## src/rtl/inv_substitution_seq.sv

```systemverilog
// rtl/inv_substitution_seq.sv - iterative inverse Ascon S-box layer over the 320-bit state
module inv_substitution_seq #(
  parameter int COLS_PER_CYCLE = 8
) (
  input  logic             clock_i,
  input  logic             resetb_i,
  input  logic             start_i,
  input  logic             enable_i,
  input  logic [0:4][63:0] state_i,
  output logic [0:4][63:0] state_o,
  output logic             busy_o,
  output logic             done_o
);

  // Number of slices per pass and the width of the slice counter (never below 1 bit).
  localparam int N     = 64 / COLS_PER_CYCLE;
  localparam int CNT_W = (N > 1) ? $clog2(N) : 1;
  localparam logic [CNT_W-1:0] LAST = CNT_W'(N - 1);

  typedef enum logic [1:0] {
    IDLE,
    RUN,
    DONE
  } state_t;

  state_t           fsm;
  state_t           fsm_next;
  logic [CNT_W-1:0] cnt;
  logic [0:4][63:0] work;
  logic [0:4][63:0] work_next;
  logic             last_slice;
  logic [5:0]       col;
  logic [4:0]       sbox_in;
  logic [4:0]       sbox_out;

  // Inverse of the Ascon 5-bit S-box; bit 4 corresponds to word 0.
  function automatic logic [4:0] inv_sbox(input logic [4:0] x);
    case (x)
      5'h00: return 5'h14;  5'h01: return 5'h1a;  5'h02: return 5'h07;  5'h03: return 5'h0d;
      5'h04: return 5'h00;  5'h05: return 5'h09;  5'h06: return 5'h0e;  5'h07: return 5'h12;
      5'h08: return 5'h0a;  5'h09: return 5'h06;  5'h0a: return 5'h1d;  5'h0b: return 5'h01;
      5'h0c: return 5'h19;  5'h0d: return 5'h15;  5'h0e: return 5'h13;  5'h0f: return 5'h1e;
      5'h10: return 5'h18;  5'h11: return 5'h16;  5'h12: return 5'h0b;  5'h13: return 5'h11;
      5'h14: return 5'h03;  5'h15: return 5'h05;  5'h16: return 5'h1c;  5'h17: return 5'h1f;
      5'h18: return 5'h17;  5'h19: return 5'h1b;  5'h1a: return 5'h04;  5'h1b: return 5'h08;
      5'h1c: return 5'h0f;  5'h1d: return 5'h0c;  5'h1e: return 5'h10;  default: return 5'h02;
    endcase
  endfunction

  assign last_slice = (cnt == LAST);
  assign state_o    = work;

  // FSM state register.
  always_ff @(posedge clock_i or negedge resetb_i) begin
    if (!resetb_i) begin
      fsm <= IDLE;
    end else begin
      fsm <= fsm_next;
    end
  end

  // Next-state logic; DONE accepts a new start directly for back-to-back runs.
  always_comb begin
    fsm_next = fsm;
    case (fsm)
      IDLE:    if (start_i) fsm_next = RUN;
      RUN:     if (enable_i && last_slice) fsm_next = DONE;
      DONE:    fsm_next = start_i ? RUN : IDLE;
      default: fsm_next = IDLE;
    endcase
  end

  // Invert the current slice of COLS_PER_CYCLE columns across all five words.
  always_comb begin
    work_next = work;
    col       = '0;
    sbox_in   = '0;
    sbox_out  = '0;
    for (int c = 0; c < COLS_PER_CYCLE; c++) begin
      col      = 6'(int'(cnt) * COLS_PER_CYCLE + c);
      sbox_in  = {work[0][col], work[1][col], work[2][col], work[3][col], work[4][col]};
      sbox_out = inv_sbox(sbox_in);
      work_next[0][col] = sbox_out[4];
      work_next[1][col] = sbox_out[3];
      work_next[2][col] = sbox_out[2];
      work_next[3][col] = sbox_out[1];
      work_next[4][col] = sbox_out[0];
    end
  end

  // Work register and slice counter; starts are only honoured outside RUN.
  always_ff @(posedge clock_i or negedge resetb_i) begin
    if (!resetb_i) begin
      work <= '0;
      cnt  <= '0;
    end else if (fsm != RUN) begin
      if (start_i) begin
        work <= state_i;
        cnt  <= '0;
      end
    end else if (enable_i) begin
      work <= work_next;
      cnt  <= last_slice ? '0 : cnt + CNT_W'(1);
    end
  end

  // Registered status flags, derived from the state being entered.
  always_ff @(posedge clock_i or negedge resetb_i) begin
    if (!resetb_i) begin
      busy_o <= 1'b0;
      done_o <= 1'b0;
    end else begin
      busy_o <= (fsm_next == RUN);
      done_o <= (fsm_next == DONE);
    end
  end

endmodule

```

## config.mk

```make
export PLATFORM = sky130hd
export DESIGN_NAME = inv_substitution_seq
export DESIGN_NICKNAME = d
export VERILOG_FILES = /design/src/rtl/inv_substitution_seq.sv
export SDC_FILE = /design/constraint.sdc
export NUM_CORES = 1
export LEC_CHECK = 0
export BUFFER_PORTS_ARGS = -buffer_cell sky130_fd_sc_hd__clkbuf_2
export CORE_AREA = 2 2 250 252
export CTS_BUF_LIST = sky130_fd_sc_hd__clkbuf_2
export DETAILED_ROUTE_END_ITERATION = 6
export DIE_AREA = 0 0 252 254
export RECOVER_POWER = 100
export SYNTH_ARGS = -nofsm -noshare
export SYNTH_HDL_FRONTEND = slang
export SYNTH_SLANG_ARGS = --single-unit
```

## constraint.sdc

```tcl
create_clock -name clock_i -period 3.7 [get_ports clock_i]
set_input_delay 0.37 -clock clock_i [delete_from_list [all_inputs] [get_ports clock_i]]
set_output_delay 0.37 -clock clock_i [all_outputs]
set_load 0.005 [all_outputs]
```

# Word-level counts from Yosys, hierarchy flattened
# Memory sizes are Yosys's and may differ from the RTL's.
# Cells that the tools add are included.
[word_totals]
mem_bits_ro = 1280
n_memories = 8
register_bits = 327
in_bits = 324
output_inout_bits = 322
mem_bits_rw = 0
latch_bits = 0
elab_cells = 207
[mem_list]
columns = ["memory", "words", "width", "rd", "rd_clocked_by_memory_dff", "wr", "line_no", "rtl"]
rows = [
  ["(name not given)", 32, 5, 1, 0, 0, "38", "case (x)"],
  ["(name not given)", 32, 5, 1, 0, 0, "38", ""],
  ["(name not given)", 32, 5, 1, 0, 0, "38", ""],
  ["(name not given)", 32, 5, 1, 0, 0, "38", ""],
  ["(name not given)", 32, 5, 1, 0, 0, "38", ""],
  ["(name not given)", 32, 5, 1, 0, 0, "38", ""],
  ["2 more memories", "-", "-", "-", "-", "-", "-", ""],
]
[op_classes]
n_eq_ne = 7
bitwise = 0
div = 0
multipliers = 0
add_sub_neg = 8
magnitude_cmp = 16
muxes = 147
shifts = 0
reduce_logical = 12
[op_table]
columns = ["op", "n"]
rows = [
  ["bitwise mux 64 bit", 40],
  ["two-way mux 320 bit", 3],
  ["binary-select mux 1 bit (select 6 bit)", 35],
  ["less-than comparator 6 x 7 -> 1 bit (second input constant)", 8],
  ["two-way mux 1 bit", 49],
  [">= comparator 6 x 1 -> 1 bit (second input constant)", 8],
  ["demux 1 bit (select 6 bit)", 7],
  ["adder 6 x 3 -> 6 bit (second input constant)", 4],
  ["binary-select mux 1 bit (select 3 bit)", 5],
  ["adder 6 x 2 -> 6 bit (second input constant)", 2],
  ["two-way mux 3 bit", 4],
  ["logical AND 1 bit", 9],
  ["adder 6 x 1 -> 6 bit (second input constant)", 1],
  ["one-hot mux 2 bit (3 select lines)", 1],
  ["== test 2 x 1 -> 1 bit (second input constant)", 2],
  ["== test 2 bit (second input constant)", 2],
  ["two-way mux 2 bit", 2],
  ["adder 3 x 1 -> 3 bit (second input constant)", 1],
  ["demux 1 bit (select 3 bit)", 1],
  ["== test 3 bit (second input constant)", 1],
  ["zero test 2 bit", 1],
  ["inequality test 2 x 1 -> 1 bit (second input constant)", 1],
  ["inequality test 2 bit (second input constant)", 1],
  ["AND reduction 2 bit", 1],
  ["nonzero test 2 bit", 1],
]

# Logic depth before layout (Yosys ltp)
# Gate-level depths: netlist (run 1).
[depth]
depth_word = 14
depth_mapped = 15

# Worst setup path before layout (run 1)
# OpenSTA, ideal clock, no wires.
[synth_timing]
path_type = "reg2reg"
from = "reg cnt[0]"
to = "reg work, in the netlist state_o[113]"
t_required_ps = 3628
path_slack_ps = 788
n_path_buf = 3
path_stages_with_launch = 12
synth_period_minus_slack_ps = 2912
arrival_time_ps = 2840
setup_ps = 72
cell_sequence = "dfrtp_1 buf_6 buf_6 buf_6 mux4_2 mux2_2 inv_2 ha_1 mux2_2 mux2i_1 a221oi_1 nor2_1"
[synth_between]
elab_chain_len = 14
elab_cells_between_ends = 140
classes_between = "add/sub: 7; order compare: 14; mux: 104; reduce/logical: 7; memory: 8"
[synth_lines]
columns = ["element", "line_no", "rtl"]
rows = [
  ["start: declaration", "28", "logic [CNT_W-1:0] cnt;"],
  ["start signal: assignment", "103", "cnt <= last_slice ? '0 : cnt + CNT_W'(1);"],
  ["parallel branches: the longest is 11 deep, another holds adder 6 x 1 -> 6 bit", "-", ""],
  ["bitwise mux 64 bit (*)", "86", "work_next[3][col] = sbox_out[1];"],
  ["two-way mux 320 bit (*)", "101", "end else if (enable_i) begin"],
  ["two-way mux 320 bit (*)", "96", "end else if (fsm != RUN) begin"],
  ["end signal: assignment", "98", "work <= state_i;"],
  ["end signal: assignment", "102", "work <= work_next;"],
  ["end: declaration", "29", "logic [0:4][63:0] work;"],
]
# Every way passes the cells marked *. The select of a mux whose other input is x is not followed.
# A chain may end at the register's enable or synchronous reset.

# Worst setup path after layout (run 1)
[layout_timing]
from = "reg cnt[1]"
to = "reg work, in the netlist state_o[213]"
[layout_between]
elab_chain_len = 14
elab_cells_between_ends = 140
classes_between = "add/sub: 7; order compare: 14; mux: 104; reduce/logical: 7; memory: 8"
[layout_lines]
columns = ["element", "line_no", "rtl"]
rows = [
  ["parallel branches: the longest is 11 deep, another holds adder 6 x 1 -> 6 bit", "-", ""],
  ["bitwise mux 64 bit (*)", "84", "work_next[1][col] = sbox_out[3];"],
  ["two-way mux 320 bit (*)", "101", ""],
  ["two-way mux 320 bit (*)", "96", ""],
]
# Marks and branches as above.

==> impl_metrics.py, run 1 <==
metrics = {
    "timing": {
        "slew_headroom_pct": -60.4,
        "setup_viol": 1,
        "hold_viol": 0,
        "layout_min_cycle_time_ns": 3.71,
        "final-max-slew-violation-count": 218,
        "fin_worst_hold_slack_ns": 0.0934,
        "timing.final.ws_setup_ns": -0.00569,
        "unrepaired_setup_endpoints_after_global_routing": "false",
        "skew_ns": 0.0884,
        "tightestPinTransition_ns": 2.41,
        "timing.final.crit_share_pct": 100,
        "clock.fmax_mhz": 270,
    },
    "synthesis": {
        "post-synth-top-area-cell": "sky130_fd_sc_hd__dfrtp_1",
        "synth_warnings": 0,
        "post-synth-top-area-fraction_pct": 41.1,
        "syn_inst": 2071,
        "area_contributors_post_synth": "sky130_fd_sc_hd__dfrtp_1, sky130_fd_sc_hd__a21oi_1, sky130_fd_sc_hd__mux4_2",
        "netlist_area_um2": 19900,
        "synth_enable_flop_cells": 0,
        "synth_area_per_cell_um2": 9.61,
        "post_synth_net_total": 2445,
        "most_used_flip_flop_cell_after_synthesis": "sky130_fd_sc_hd__dfrtp_1",
        "yosys.cell_types.count": 82,
        "yosysSeqAreaShare_pct": 41.1,
        "yosys_register_bits": 327,
        "ys_async_sr_fraction_pct": 100,
    },
    "power": {
        "design_power_total_mw": 35.2,
        "logic_pwr_share_pct": 71.5,
        "power.internal_mw": 15.5,
        "p_per_area_nw_per_um2": 1200,
        "netSwitchingFraction_pct": 56.1,
        "worst_vdd_drop_mv": 0.698,
        "switching_power_mw": 19.8,
        "clkPwrFrac_pct": 7.6,
        "seq_power_share_pct": 20.9,
        "p_leak_nw": 13.6,
    },
    "run_status": {
        "violated_checks": "capacitance limit, slew limit, setup timing",
        "status": "finished, violations left",
    },
    "critical_path": {
        "worst_path_cell_with_the_longest_stage_delay": "sky130_fd_sc_hd__mux4_2",
        "timing.critical_path.arrival_ns": 4.70,
        "worstSetupStartpointType": "flip-flop",
        "worstPathCellList": "buf_4, mux4_2, mux2_1, mux2i_1, xnor2_2, a221oi_1, nor2_1",
        "crit_path_end_kind": "flip-flop",
        "worst-setup-path-type": "reg2reg",
        "path_delay_family": "multiplexers",
        "worst_r2r_endpoint": "state_o[213]",
        "crit_required_ns": 4.69,
        "crit_path_max_fanout": 23,
        "rr_worst_depth": 7,
        "setup.worst_path.start": "cnt[1]",
        "critical_path.max_stage_delay_ns": 0.78,
        "critPathBufInv": 1,
        "reg2reg_slack_ns": -0.006,
        "r2r-start": "cnt[1]",
    },
    "grt": {
        "first_pass_grt_wire_length_um": 158000,
        "number_of_global_route_vias_before_repair": 24300,
        "grt_max_degree": 95,
        "gr_usage_total_pct": 33.6,
        "grt_antenna_before_repair": 3,
        "grt.overflow.total": 0,
    },
    "clock_network": {
        "numCtsBuffers": 89,
        "clk_pin_slew_worst_paths_ns": 0.11,
        "cts_root_buf": "sky130_fd_sc_hd__clkbuf_2",
        "cts.sink_count": 327,
        "cts_tree": "done",
        "clock_insertion_delay_worst_skew_ns": 1.15,
        "clock_path_buffers": 3,
        "htree_levels": 3,
    },
    "hold_path": {
        "hold_path_startpoint": "state_i[172]",
        "hold_path_class": "in2reg",
        "worstHoldEndpoint": "state_o[172]",
        "whs_path_depth": 4,
    },
    "detailed_routing": {
        "route.vias.total": 24100,
        "detailedRoute.firstIterationViolations": 2439,
        "route.antenna.remaining_nets": 0,
        "routed_wl_um": 112000,
        "route.detailed.drc": 0,
        "routedWlPerCell_um": 27.7,
        "avgViaCountPerCell": 5.95,
        "detail_route.first_pass.iterations": 6,
    },
    "layout": {
        "flow.area_growth_from_synthesis_pct": 47.2,
        "final_layout_size_suffix_gt1_share_pct": 25.3,
        "layout.cells.most_common_list": "sky130_fd_sc_hd__clkbuf_2, sky130_fd_sc_hd__dlygate4sd3_1, sky130_fd_sc_hd__dfrtp_1",
        "final_layout_fill_cell_count": 5814,
        "layout.cells.most_common": "sky130_fd_sc_hd__clkbuf_2",
        "nNetsFinal": 3555,
        "post-route-util_pct": 47.8,
        "final-instance-count-excl-fill": 4045,
    },
    "die": {
        "floorplan.core_area_um2": 61300,
        "die_area_um2": 64000,
        "chipHeight_um": 254,
        "boundaryPins": 646,
        "chipWidth_um": 252,
        "initial_utilization_pct": 32.5,
        "floorplan.rows": 91,
    },
    "job": {
        "drv.max_cap_violation_count": 5,
    },
    "placement": {
        "dp.cells": 3435,
        "gpl.final_weighted_congestion": 0.940,
        "hpwl_um": 75500,
        "port_buffers": 645,
    },
}
-- cells by family (layout without fill, tap and decap cells) --
| logic type | Yosys count | in the layout | synth area share [%] |
|---|---|---|---|
| compound gates | 804 | 804 | 24.6 |
| xor+xnor | 15 | 15 | 0.849 |
| fa+ha+maj | 50 | 50 | 3.14 |
| buf+inv | 214 | 1389 | 4.90 |
| flops | 327 | 327 | 41.1 |
| mux | 205 | 205 | 14.5 |
| other cells | 0 | 9 | 0 |
| simple gates | 456 | 456 | 10.8 |
-- through the flow --
stage	worst slack (ns)	cell area, um^2	setup TNS, ns
6_report	-0.00569	29300	-0.00569
3_5_place_dp	0.0882	24500	0
4_1_cts	0.0402	29700	0
5_1_grt	0.0197	29300	0
2_1_floorplan	0.788	19900	0
3_3_place_gp	0.172	24500	0
-- Yosys cell counts (10+ instances only) --
| master | n |
|---|---|
| sky130_fd_sc_hd__buf_4 | 18 |
| sky130_fd_sc_hd__mux2i_1 | 102 |
| sky130_fd_sc_hd__clkbuf_1 | 130 |
| sky130_fd_sc_hd__buf_2 | 24 |
| sky130_fd_sc_hd__o21ai_0 | 153 |
| sky130_fd_sc_hd__a221o_1 | 14 |
| sky130_fd_sc_hd__mux2i_4 | 13 |
| sky130_fd_sc_hd__nand2_1 | 55 |
| sky130_fd_sc_hd__mux4_2 | 48 |
| sky130_fd_sc_hd__a21oi_1 | 293 |
| sky130_fd_sc_hd__o22ai_1 | 159 |
| sky130_fd_sc_hd__inv_1 | 26 |
| sky130_fd_sc_hd__nand3_1 | 16 |
| sky130_fd_sc_hd__mux2_2 | 33 |
| sky130_fd_sc_hd__a22oi_1 | 23 |
| sky130_fd_sc_hd__o21a_1 | 26 |
| sky130_fd_sc_hd__dfrtp_1 | 327 |
| sky130_fd_sc_hd__ha_1 | 50 |
| sky130_fd_sc_hd__nor2_1 | 215 |
| sky130_fd_sc_hd__and3_1 | 120 |
| sky130_fd_sc_hd__nand2b_1 | 10 |
| sky130_fd_sc_hd__o21ai_1 | 30 |
| sky130_fd_sc_hd__o211ai_1 | 12 |
| sky130_fd_sc_hd__a221oi_1 | 13 |
-- worst min-delay path, cell delays in order --
cell and delay (ns):
sky130_fd_sc_hd__dlygate4sd3_1 0.54, sky130_fd_sc_hd__clkbuf_2 0.12, sky130_fd_sc_hd__a21oi_1 0.06, sky130_fd_sc_hd__o22ai_1 0.10
-- metal layers --
| layer | up-vias | wire (um) | track usage, % |
|---|---|---|---|
| li1 | 10000 | - | - |
| met1 | 11600 | 41900 | 41.0 |
| met2 | 1853 | 52000 | 54.3 |
| met3 | 570 | 11000 | 8.19 |
| met4 | 0 | 7010 | 19.5 |
| met5 | - | 0 | 0 |
-- repair_timing --
action | CTS | global route
setup endpoints to repair | 0 | 22
resized for setup | 0 | 3
buffers inserted | 0 | 3
hold buffers | 442 | 0
endpoints found under the hold margin | 654 | 0
-- cell type report --
| cell class | count | area (um^2) | area share [%] |
|---|---|---|---|
| antenna | 9 | 22.5 | 0.0769 |
| clock buffer | 132 | 661 | 2.26 |
| clock inverter | 24 | 128 | 0.436 |
| inverter | 32 | 120 | 0.410 |
| multi-input combinational | 1530 | 10800 | 36.9 |
| sequential | 327 | 8190 | 28.0 |
| tap | 790 | 988 | 3.37 |
| timing repair buffer | 1201 | 8380 | 28.6 |
-- registers in the layout, summed over array words and instances (netlist names) --
signal,flops
fsm,2
done_o,1
cnt,3
busy_o,1
state_o,320
-- power groups by stage --
stage	registers, mW	logic [mW]	clock network (mW)
global route	7.46	26.9	2.89
CTS	7.31	25.4	2.72
detailed placement	7.38	24.9	0
global placement	7.37	24.5	0
floorplan	6.61	14.9	0
finish	7.36	25.2	2.69
-- worst max-delay path by stage --
| stage | end | slack (ns) | depth (start not counted) |
|---|---|---|---|
| floorplan | state_o[113] | 0.79 | 11 |
| finish | state_o[213] | -0.006 | 7 |
| CTS | state_o[224] | 0.04 | 11 |
| global route | state_o[226] | 0.02 | 12 |
| global placement | state_o[248] | 0.17 | 11 |
| detailed placement | state_o[240] | 0.09 | 11 |
No activity file was read; power rests on OpenSTA's default activity.
==> run 2, diff against run 1 <==
--- a/config.mk
+++ b/config.mk
@@ -13,2 +13,3 @@
 export RECOVER_POWER = 100
+export SKIP_LAST_GASP = 1
 export SYNTH_ARGS = -nofsm -noshare
==> constraint.sdc (replaced) <==
create_clock -name clock_i -period 4.07 [get_ports clock_i]
set_input_delay 0.814 -clock clock_i [delete_from_list [all_inputs] [get_ports clock_i]]
set_output_delay 0.814 -clock clock_i [all_outputs]
set_load 0.005 [all_outputs]
==> impl_metrics.py, run 2 (synthesis gave the netlist of run 1 again) <==
metrics = {
    "run_status": {
        "status": "finished, violations left",
        "violated_checks": "capacitance limit, slew limit",
    },
    "detailed_routing": {
        "routed_wl_um": 111000,
        "dr_wl_met3_um": 10700,
        "route.antenna.remaining_nets": 0,
        "routedWlPerCell_um": 28.6,
        "wl_met2_um": 51700,
        "route.vias.total": 23300,
        "top_layer": "met4",
        "detail_route.first_pass.iterations": 6,
        "route.detailed.drc": 0,
        "detailedRoute.firstIterationViolations": 2415,
        "avgViaCountPerCell": 6.00,
        "drt-met1-wl_um": 42300,
    },
    "placement": {
        "hpwl_um": 75800,
        "dp.cells": 3419,
        "gpl.final_weighted_congestion": 0.952,
        "port_buffers": 645,
    },
    "power": {
        "design_power_total_mw": 31.3,
        "p_leak_nw": 12.8,
        "worst_vdd_drop_mv": 0.838,
        "p_per_area_nw_per_um2": 1140,
    },
    "clock_network": {
        "clk_pin_slew_worst_paths_ns": 0.13,
        "htree_levels": 3,
        "cts_root_buf": "sky130_fd_sc_hd__clkbuf_2",
        "cts.sink_count": 327,
        "numCtsBuffers": 93,
        "cts_tree": "done",
        "clock_insertion_delay_worst_skew_ns": 1.15,
        "clock_path_buffers": 3,
    },
    "die": {
        "chipWidth_um": 252,
        "die_area_um2": 64000,
        "floorplan.rows": 91,
        "initial_utilization_pct": 32.5,
        "floorplan.core_area_um2": 61300,
        "boundaryPins": 646,
        "chipHeight_um": 254,
    },
    "grt": {
        "grt.overflow.total": 0,
        "grt_antenna_before_repair": 5,
        "number_of_global_route_vias_before_repair": 23100,
        "first_pass_grt_wire_length_um": 155000,
        "gr_usage_total_pct": 33.2,
        "grt_max_degree": 96,
    },
    "layout": {
        "max_reg_flops": 320,
        "layout.cells.most_common": "sky130_fd_sc_hd__clkbuf_2",
        "post-route-util_pct": 45.0,
        "final_layout_size_suffix_gt1_share_pct": 25.5,
        "final_layout_fill_cell_count": 6149,
        "layout.cells.most_common_list": "sky130_fd_sc_hd__clkbuf_2, sky130_fd_sc_hd__dfrtp_1, sky130_fd_sc_hd__dlygate4sd3_1",
        "flow.area_growth_from_synthesis_pct": 38.4,
        "nNetsFinal": 3394,
        "final-instance-count-excl-fill": 3877,
    },
    "critical_path": {
        "worst_path_cell_with_the_longest_stage_delay": "sky130_fd_sc_hd__dfrtp_4",
        "worstPathCellList": "nor2b_1, a22oi_1, nand2_1, mux2i_1, mux2_2, a21boi_2, o22ai_1",
        "worstSetupStartpointType": "flip-flop",
        "crit_path_max_fanout": 34,
        "timing.critical_path.arrival_ns": 4.87,
        "critPathBufInv": 0,
        "crit_path_end_kind": "flip-flop",
        "worst-setup-path-type": "reg2reg",
        "crit_required_ns": 4.97,
        "path_delay_family": "simple AND/OR/NAND/NOR gates",
        "critical_path.max_stage_delay_ns": 0.88,
    },
    "timing": {
        "tightestPinTransition_ns": 2.58,
        "slew_headroom_pct": -72.2,
        "timing.final.crit_share_pct": 97.7,
        "timing.setup.tns_ns": 0,
        "setup_viol": 0,
        "clock.fmax_mhz": 252,
        "skew_ns": 0.150,
        "hold_viol": 0,
        "unrepaired_setup_endpoints_after_global_routing": "false",
        "layout_min_cycle_time_ns": 3.97,
        "final-max-slew-violation-count": 83,
    },
    "job": {
        "drv.max_cap_violation_count": 1,
    },
    "hold_path": {
        "hold_path_class": "in2reg",
    },
}
-- run 2: changes by cell type in the layout (fill, tap and decap cells not counted), moves of 2 or more --
cell	previous run	this run
sky130_fd_sc_hd__mux2_1	5	2
sky130_fd_sc_hd__clkbuf_2	562	542
sky130_fd_sc_hd__xor2_2	1	3
sky130_fd_sc_hd__clkbuf_4	2	0
sky130_fd_sc_hd__dlymetal6s4s_1	2	0
sky130_fd_sc_hd__diode_2	9	7
sky130_fd_sc_hd__mux2_2	30	32
sky130_fd_sc_hd__clkbuf_1	229	251
sky130_fd_sc_hd__buf_16	2	0
sky130_fd_sc_hd__buf_4	78	63
sky130_fd_sc_hd__dlygate4sd3_1	441	295
-- run 2: final cells by class --
type | count | area [um^2] | area share, %
antenna | 7 | 17.5 | 0.0636
clock buffer | 132 | 661 | 2.40
clock inverter | 23 | 98.8 | 0.359
inverter | 32 | 120 | 0.436
multi-input combinational | 1530 | 10800 | 39.2
sequential | 327 | 8190 | 29.7
tap | 790 | 988 | 3.59
timing repair buffer | 1036 | 6670 | 24.2
-- run 2: worst paths after layout --
kind,startpoint,end,slack [ns],depth (start not counted)
min,state_i[281],state_o[281],0.14,4
max reg2reg,cnt[2],state_o[148],0.1,7
min in group asynchronous,resetb_i,state_o[319],1.03,2
max in group asynchronous,resetb_i,state_o[153],0.71,3
max,cnt[2],state_o[148],0.1,7
min reg2reg,state_o[153],state_o[153],0.53,2
-- run 2: metrics by stage --
stage	setup WS, ns	instance area (um^2)	hold WS (ns)
floorplan	1.16	19900	0.490
global placement	0.195	24200	0.497
detailed placement	0.129	24200	0.509
CTS	0.0451	27900	0.0000127
global route	0.0658	27500	0.0626
finish	0.0954	27500	0.139
-- run 2: power breakdown --
part | switching (mW) | internal (mW) | total (mW) | leakage (nW)
sequential | 1.87 | 4.84 | 6.71 | 3.97
combinational | 14.4 | 7.78 | 22.2 | 8.19
clock | 1.55 | 0.863 | 2.42 | 0.596
-- run 2: worst min-delay path: stages --
cell and delay (ns):
sky130_fd_sc_hd__clkbuf_2 0.09, sky130_fd_sc_hd__and3_1 0.13, sky130_fd_sc_hd__a21oi_1 0.04, sky130_fd_sc_hd__o21ai_0 0.07
-- run 2: routing by layer --
metal | global-route usage (%) | vias up
li1 | - | 9691
met2 | 53.8 | 1703
met1 | 41.6 | 11400
met4 | 17.7 | 0
met3 | 7.19 | 447
met5 | 0 | -
-- run 2: what timing repair did --
item                       CTS  global route
hold endpoints to repair   372             0
setup endpoints to repair    0            15
gates resized for setup      0             1
buffers inserted             0             1
hold buffers               295             0
